`src/rtl/pe_rr_scheduler.sv`:
```
// pe_rr_scheduler: round-robin owner of one shared rd/act/done datapath.
// Define SCHED_TIMEOUT_EN for the act-phase watchdog and timeout pulse.
module pe_rr_scheduler #(
  parameter int N_REQ = 4,
  parameter int RD_CYCLES = 2,
`ifdef SCHED_TIMEOUT_EN
  parameter int TIMEOUT_CYCLES = 256,
`endif
  localparam int IDX_W = $clog2(N_REQ)
) (
  input  logic             clk,
  input  logic             rst_n,
  input  logic             en,
  input  logic [N_REQ-1:0] req,
  input  logic             done,
  output logic [N_REQ-1:0] grant,
  output logic [IDX_W-1:0] owner,
  output logic             rd,
  output logic             act,
  output logic             busy,
  output logic [N_REQ-1:0] ack
`ifdef SCHED_TIMEOUT_EN
  ,
  output logic             timeout
`endif
);

  localparam int RC_W = $clog2(RD_CYCLES + 1);
  localparam logic [N_REQ-1:0] ONE = N_REQ'(1);

  localparam logic [1:0] S_IDLE = 2'd0;
  localparam logic [1:0] S_RD   = 2'd1;
  localparam logic [1:0] S_ACT  = 2'd2;
  localparam logic [1:0] S_ACK  = 2'd3;

  logic [1:0]       state;
  logic [RC_W-1:0]  rd_cnt;
  logic [IDX_W-1:0] last_owner;
  logic [IDX_W-1:0] winner;
  logic [IDX_W-1:0] cand;
  logic             found;
  logic             limit;
  int               idx;

  // Scan starts just past the previous owner so every requester gets a turn.
  always_comb begin
    found  = 1'b0;
    winner = '0;
    cand   = '0;
    idx    = 0;
    for (int i = 1; i <= N_REQ; i++) begin
      idx  = (int'(last_owner) + i) % N_REQ;
      cand = IDX_W'(idx);
      if (!found && req[cand]) begin
        found  = 1'b1;
        winner = cand;
      end
    end
  end

`ifdef SCHED_TIMEOUT_EN
  localparam int AC_W = $clog2(TIMEOUT_CYCLES + 1);

  logic [AC_W-1:0] act_cnt;

  assign limit = (act_cnt == AC_W'(TIMEOUT_CYCLES - 1));

  always_ff @(posedge clk) begin
    if (!rst_n) begin
      act_cnt <= '0;
      timeout <= 1'b0;
    end else if (en) begin
      if (state != S_ACT) act_cnt <= '0;
      else                act_cnt <= act_cnt + 1'b1;
      timeout <= (state == S_ACT) && limit && !done;
    end
  end
`else
  assign limit = 1'b0;
`endif

  always_ff @(posedge clk) begin
    if (!rst_n) begin
      state      <= S_IDLE;
      grant      <= '0;
      owner      <= '0;
      rd         <= 1'b0;
      act        <= 1'b0;
      busy       <= 1'b0;
      ack        <= '0;
      rd_cnt     <= '0;
      last_owner <= IDX_W'(N_REQ - 1);
    end else if (en) begin
      case (state)
        S_IDLE: begin
          if (found) begin
            grant  <= ONE << winner;
            owner  <= winner;
            rd     <= 1'b1;
            busy   <= 1'b1;
            rd_cnt <= RC_W'(RD_CYCLES - 1);
            state  <= S_RD;
          end
        end
        S_RD: begin
          if (done) begin
            rd    <= 1'b0;
            ack   <= ONE << owner;
            state <= S_ACK;
          end else if (rd_cnt == '0) begin
            rd    <= 1'b0;
            act   <= 1'b1;
            state <= S_ACT;
          end else begin
            rd_cnt <= rd_cnt - 1'b1;
          end
        end
        S_ACT: begin
          if (done || limit) begin
            act   <= 1'b0;
            ack   <= ONE << owner;
            state <= S_ACK;
          end
        end
        default: begin
          last_owner <= owner;
          grant      <= '0;
          ack        <= '0;
          busy       <= 1'b0;
          state      <= S_IDLE;
        end
      endcase
    end
  end

  a_rd_act: assert property (
    @(posedge clk) disable iff (!rst_n) !(rd && act));
  a_grant: assert property (
    @(posedge clk) disable iff (!rst_n) $onehot0(grant));
  a_ack: assert property (
    @(posedge clk) disable iff (!rst_n) $onehot0(ack));

endmodule

```
`config.mk`:
```
export PLATFORM = sky130hd
export DESIGN_NAME = pe_rr_scheduler
export DESIGN_NICKNAME = d
export VERILOG_FILES = /design/src/rtl/pe_rr_scheduler.sv
export SDC_FILE = /design/constraint.sdc
export NUM_CORES = 1
export LEC_CHECK = 0
export ABC_AREA = 1
export CAP_MARGIN = 10
export CORE_MARGIN = 2
export CORE_UTILIZATION = 47
export DETAILED_ROUTE_END_ITERATION = 16
export PLACE_DENSITY_LB_ADDON = 0.05
export SKIP_CTS_REPAIR_TIMING = 1
export SLEW_MARGIN = 30
export SYNTH_ARGS = -nofsm -noshare
export SYNTH_HDL_FRONTEND = slang
export SYNTH_SLANG_ARGS = --single-unit
```
`constraint.sdc`:
```
create_clock -name clk -period 1.7 [get_ports clk]
set_clock_uncertainty 0.15 [all_clocks]
set_input_delay 0.51 -clock clk [delete_from_list [all_inputs] [get_ports clk]]
set_output_delay 0.51 -clock clk [all_outputs]
set_load 0.05 [all_outputs]
```
==> results of run 1 <==
[registers in the layout, summed over array words and instances (netlist names)]
register / cells
rd: 1
busy: 1
act: 1
grant: 4
state: 2
rd_cnt: 2
last_owner: 2
ack: 4
owner: 2
[routing by layer]
metal  up-vias  GRT usage [%]  part of all wire (%)
met2        31           30.1                    52
met4         0           5.10                   2.1
met3         8           5.81                   3.7
li1        685              -                     -
met5         -              0                     0
met1       640           25.4                    42
[worst max-delay path, stage by stage, from the launching register on]
cell     delay (ns)
dfxtp_2        0.35
buf_6          0.14
nand2_1        0.11
nand2_4        0.08
buf_4          0.13
a21oi_1        0.28
nand2_1        0.11
nor2_2         0.15
nor2_1         0.06
a21oi_1        0.13
nor2_1         0.05
[through the flow]
stage / total power, W / instance area (sq um) / hold slack [ns] / std cells
after CTS: 0.00221 / 1800 / 0.367 / 252
after global routing: 0.00257 / 2060 / 0.379 / 259
final: 0.00242 / 2060 / 0.365 / 259
after detailed placement: 0.00198 / 1770 / 0.350 / 248
after floorplan: 0.00148 / 1270 / 0.322 / 180
after global placement: 0.00194 / 1770 / 0.331 / 248
[layout make-up]
class                      instances  share of cell area (%)
tap                               30                    1.82
sequential                        19                    18.7
timing repair buffer              48                    28.2
multi-input combinational        135                    45.3
inverter                          23                    4.68
clock buffer                       4                    1.28
[worst max path at each step]
| stage | from | endpoint | slack, ns | cells past startpoint |
|---|---|---|---|---|
| final | last_owner[0] | owner[1] | -0.17 | 10 |
| after global routing | last_owner[0] | owner[1] | -0.27 | 11 |
| after CTS | req[2] | rd_cnt[1] | -0.27 | 13 |
| after detailed placement | req[2] | rd_cnt[1] | -0.58 | 13 |
| after global placement | req[3] | busy | -0.53 | 12 |
| after floorplan | req[3] | rd_cnt[1] | 0.0006 | 12 |
[cells in the mapped netlist]
master    count
nand2_4       5
nor2_4        1
inv_1        20
dfxtp_1      19
clkbuf_1      1
buf_6         2
nor2_1       15
a21oi_1      10
inv_6         1
nand2_2      14
o21ai_0       1
a211oi_1      4
ha_1          5
o21ai_1       3
nand3_4       2
a21oi_2       5
a31oi_1       1
nand4_1       2
o211ai_1      2
inv_2         2
nand2_1      41
nor3_1        2
nor2_8        1
nand3_1      21
[report_power, final]
part	internal [W]	switching, W
clock	0.0000916	0.000140
sequential	0.000542	0.0000949
combinational	0.000684	0.000868
total	0.00132	0.00110
[cell families (layout without fill, tap and decap cells)]
group                      after synthesis  count (layout)  share of synthesized area, %
AOI/OAI and AO/OA                       26              26                          13.0
and+or+nand+nor                        104             104                          43.0
buffers and inverters                   26              75                          9.23
DFF                                     19              19                          29.9
adders and majority gates                5               5                          4.91
==> run_results.csv, run 1 <==
group,metric,value,unit
clocking,clockBufferDepth,2,
setup_path,start_kind,"flip-flop",
timing,slew_violations,0,
floorplan,core_area,2520,sq um
floorplan,start_util,50.5,%
synth,synth_largest_area_cell,"dfxtp_1",
clocking,path_clk_slew,0.10,ns
clocking,clock_latency,0.30,ns
setup_path,r2r_slack,-0.17,ns
timing,worstMarginPinSlew,0.397,ns
floorplan,fp.dieW,56.1,um
setup_path,setup.worst_path.class,"flip-flop to flip-flop",
clocking,cts_tree,"built",
setup_path,r2r_cells,10,
placed_design,finalWeightedCongestion,0.854,
outcome,status,"finished with violations",
min_path,whs_endpoint,"grant[3]",
drt,first_pass_iters,4,
setup_path,cp_data_required_time,1.74,ns
floorplan,rows,18,
global_route,grt_pass1_wl,4.90,mm
placed_design,place_ws,-0.585,ns
timing,finalSetupViolations,12,
cells_and_area,final-seq-area,385,sq um
clocking,root_buffer,"clkbuf_4",
cells_and_area,nFillCells,176,
floorplan,die_y,56.1,um
drt,post_drt_wl_per_cell,13.9,um
drt,vias,1364,
cells_and_area,layout-drive-gt1-share,45.4,%
synth,netlist_top_cells_area,"dfxtp_1 30%, nand2_1 12%, nand3_1 8.3%",
min_path,min_path_type,"flip-flop to flip-flop",
drt,vias_per_cell,5.27,
global_route,grtUsageTotal,19.1,%
cells_and_area,layout_common_cells,"29 x nand2_1, 23 x buf_4, 18 x inv_1",
setup_path,endpoint_kind,"flip-flop",
cells_and_area,antenna_cells,0,
synth,synth_nets,193,
synth,syn_avg_cell_area,7.08,sq um
clocking,htreeDepth,1,
timing,period_minus_slack,1.87,ns
setup_path,critical_path.max_fanout,7,
clocking,numCtsBuffers,3,
timing,hold_viol_final,0,
timing,fin_tns_setup,-0.931,ns
placed_design,dpl.hpwl,2.34,mm
synth,synth.distinct_cells,24,
power,p_per_area,1180,nW/um^2
synth,ys_seq_area_share,29.9,%
cells_and_area,final_core_util,81.6,%
power,p_leak,0.979,nW
floorplan,ioPinCount,21,
setup_path,r2r-end,"owner[1]",
drt,drcViolationCount,0,
global_route,grt_pass1_vias,1167,
drt,drtAntennaViolNets,0,
synth,yosysWarnings,0,
cells_and_area,nets,243,
cells_and_area,final_common_cell,"nand2_1",
drt,drt-initial-drc-count,28,
timing,layout_setup_ws,-0.166,ns
global_route,grt_max_degree,13,
power,peakVddDrop,1.24,mV
global_route,antenna_found_initial,0,
synth,ys_ff_latch,19,
timing,max_slew_margin,73.5,%
min_path,hp-start,"grant[3]",
global_route,overflow,0,
min_path,hold_depth,2,
setup_path,crit_arrival,1.91,ns
clocking,cts_sinks,19,
drt,wl,3.59,mm
cells_and_area,multi_input_area,933,sq um
run,maxCapViolations,0,
cells_and_area,syn_to_final_growth,61.7,%
setup_path,rr_startpoint,"last_owner[0]",
placed_design,portBuffers,20,
timing,period_share,110,%
timing,rsz0062_at_grt,"true",
synth,synthDominantCellAreaShare,29.9,%
synth,syn-cell-area,1270,sq um
outcome,violations,"negative setup slack",
synth,synthCells,180,
floorplan,dieArea,3140,sq um
timing,max_freq,0.536,GHz
(Power assumes the default switching activity.)
==> run 2, diff against run 1 <==
- PLACE_DENSITY: not set -> 0.75
- PLACE_DENSITY_LB_ADDON: 0.05 -> not set
- clock period: 1.7 -> 1.6 ns (I/O delays scaled with it)
==> run_results.csv, run 2 (same netlist as run 1, synthesis figures left out) <==
group,metric,value,unit
outcome,status,"finished with violations",
outcome,violations,"negative setup slack",
clocking,cts_tree,"built",
timing,period_share,111,%
drt,highest_layer,"met4",
cells_and_area,antenna_cells,0,
drt,wl_met1,1.37,mm
floorplan,fp.dieW,56.1,um
global_route,overflow,0,
clocking,clock_latency,0.30,ns
setup_path,crit_buf_inv,2,
timing,finalSetupViolations,12,
setup_path,critPathMaxStageDelay,0.44,ns
global_route,grt_max_degree,12,
cells_and_area,final_common_cell,"nand2_1",
setup_path,path_delay_family,"simple AND/OR/NAND/NOR gates",
clocking,numCtsBuffers,3,
timing,max_freq,0.565,GHz
floorplan,start_util,50.5,%
floorplan,die_y,56.1,um
placed_design,finalWeightedCongestion,0.863,
clocking,path_clk_slew,0.11,ns
global_route,grt_pass1_wl,5.01,mm
cells_and_area,nFillCells,161,
timing,worstMarginPinSlew,0.424,ns
timing,layout_setup_ws,-0.171,ns
drt,drtAntennaViolNets,0,
clocking,root_buffer,"clkbuf_4",
cells_and_area,multi_input_area,888,sq um
floorplan,dieArea,3140,sq um
clocking,cts_sinks,19,
drt,vias_per_cell,5.16,
setup_path,crit_arrival,1.80,ns
timing,max_slew_margin,71.7,%
placed_design,dpl.hpwl,2.31,mm
drt,drt-initial-drc-count,29,
power,peakVddDrop,1.01,mV
floorplan,rows,18,
floorplan,ioPinCount,21,
drt,vias,1310,
drt,route.met2.wl,1.59,mm
drt,met3_length,111,um
cells_and_area,top_regs,"ack x4, grant x4",
placed_design,portBuffers,20,
setup_path,cpMostUsedCell,"nand2_2",
timing,rsz0062_at_grt,"true",
min_path,min_path_type,"flip-flop to flip-flop",
cells_and_area,final_core_util,78.1,%
setup_path,cp_data_required_time,1.63,ns
clocking,htreeDepth,1,
setup_path,endpoint_kind,"flip-flop",
cells_and_area,layout_common_cells,"33 x nand2_1, 21 x buf_4, 19 x inv_1, 19 x nand3_1",
cells_and_area,syn_to_final_growth,54.6,%
floorplan,core_area,2520,sq um
cells_and_area,final-seq-area,390,sq um
run,maxCapViolations,0,
timing,hold_viol_final,0,
timing,slew_violations,0,
power,p_per_area,1270,nW/um^2
drt,drcViolationCount,0,
drt,post_drt_wl_per_cell,12.2,um
setup_path,worstPathCellList,"inv_8 > nand2_2 > nand3_1 > nand2_2 > inv_1 > nand3_4 > nand2_2 > nand2_4 > nand2_4 > a21oi_2 > nor2_1",
drt,wl,3.10,mm
clocking,clockBufferDepth,2,
power,p_leak,0.964,nW
setup_path,critical_path.max_fanout,8,
drt,first_pass_iters,5,
setup_path,slowest_stage,"dfxtp_4",
setup_path,start_kind,"flip-flop",
timing,fin_tns_setup,-1.36,ns
timing,period_minus_slack,1.77,ns
global_route,antenna_found_initial,0,
setup_path,setup.worst_path.class,"flip-flop to flip-flop",
cells_and_area,nets,238,
cells_and_area,layout-drive-gt1-share,40.6,%
global_route,grtUsageTotal,19.5,%
global_route,grt_pass1_vias,1220,
## run 2: cell type report
| class | count | area share, % |
|---|---|---|
| sequential | 19 | 19.8 |
| tap | 30 | 1.91 |
| inverter | 23 | 4.76 |
| multi-input combinational | 135 | 45.1 |
| timing repair buffer | 43 | 27.0 |
| clock buffer | 3 | 1.14 |
| clock inverter | 1 | 0.254 |
## run 2: tightest hold or removal path, stage by stage (launching register included)
cell and delay, ns:
dfxtp_1 0.35, nand2_2 0.08, a21oi_2 0.04
## run 2: path summary, 6_finish.rpt
| path | startpoint | to | slack [ns] | depth (start not counted) |
|---|---|---|---|---|
| setup reg to reg | last_owner[0] | busy | -0.17 | 11 |
| hold / removal | grant[1] | grant[1] | 0.36 | 2 |
| setup / recovery | last_owner[0] | busy | -0.17 | 11 |
| hold reg to reg | grant[1] | grant[1] | 0.36 | 2 |
## run 2: metrics by stage
step | cells | instance area [sq um] | setup WS, ns | power [W] | hold slack (ns)
final | 254 | 1970 | -0.171 | 0.00249 | 0.357
after global routing | 254 | 1970 | -0.304 | 0.00266 | 0.368
after global placement | 247 | 1820 | -0.586 | 0.00213 | 0.336
after floorplan | 180 | 1310 | -0.0463 | 0.00160 | 0.322
after detailed placement | 247 | 1820 | -0.675 | 0.00217 | 0.345
after CTS | 251 | 1840 | -0.349 | 0.00242 | 0.361
## run 2: where the power goes
group | internal [W] | switching, W | leakage [nW] | total, W
clock | 0.0000933 | 0.000149 | 0.0177 | 0.000243
combinational | 0.000691 | 0.000877 | 0.791 | 0.00157
sequential | 0.000577 | 0.000105 | 0.156 | 0.000683
## run 2: layer usage
metal / GRT usage [%] / vias to the layer above
met4: 6.46 / 0
met3: 5.12 / 6
met1: 23.7 / 601
met5: 0 / -
met2: 33.1 / 28
li1: - / 675
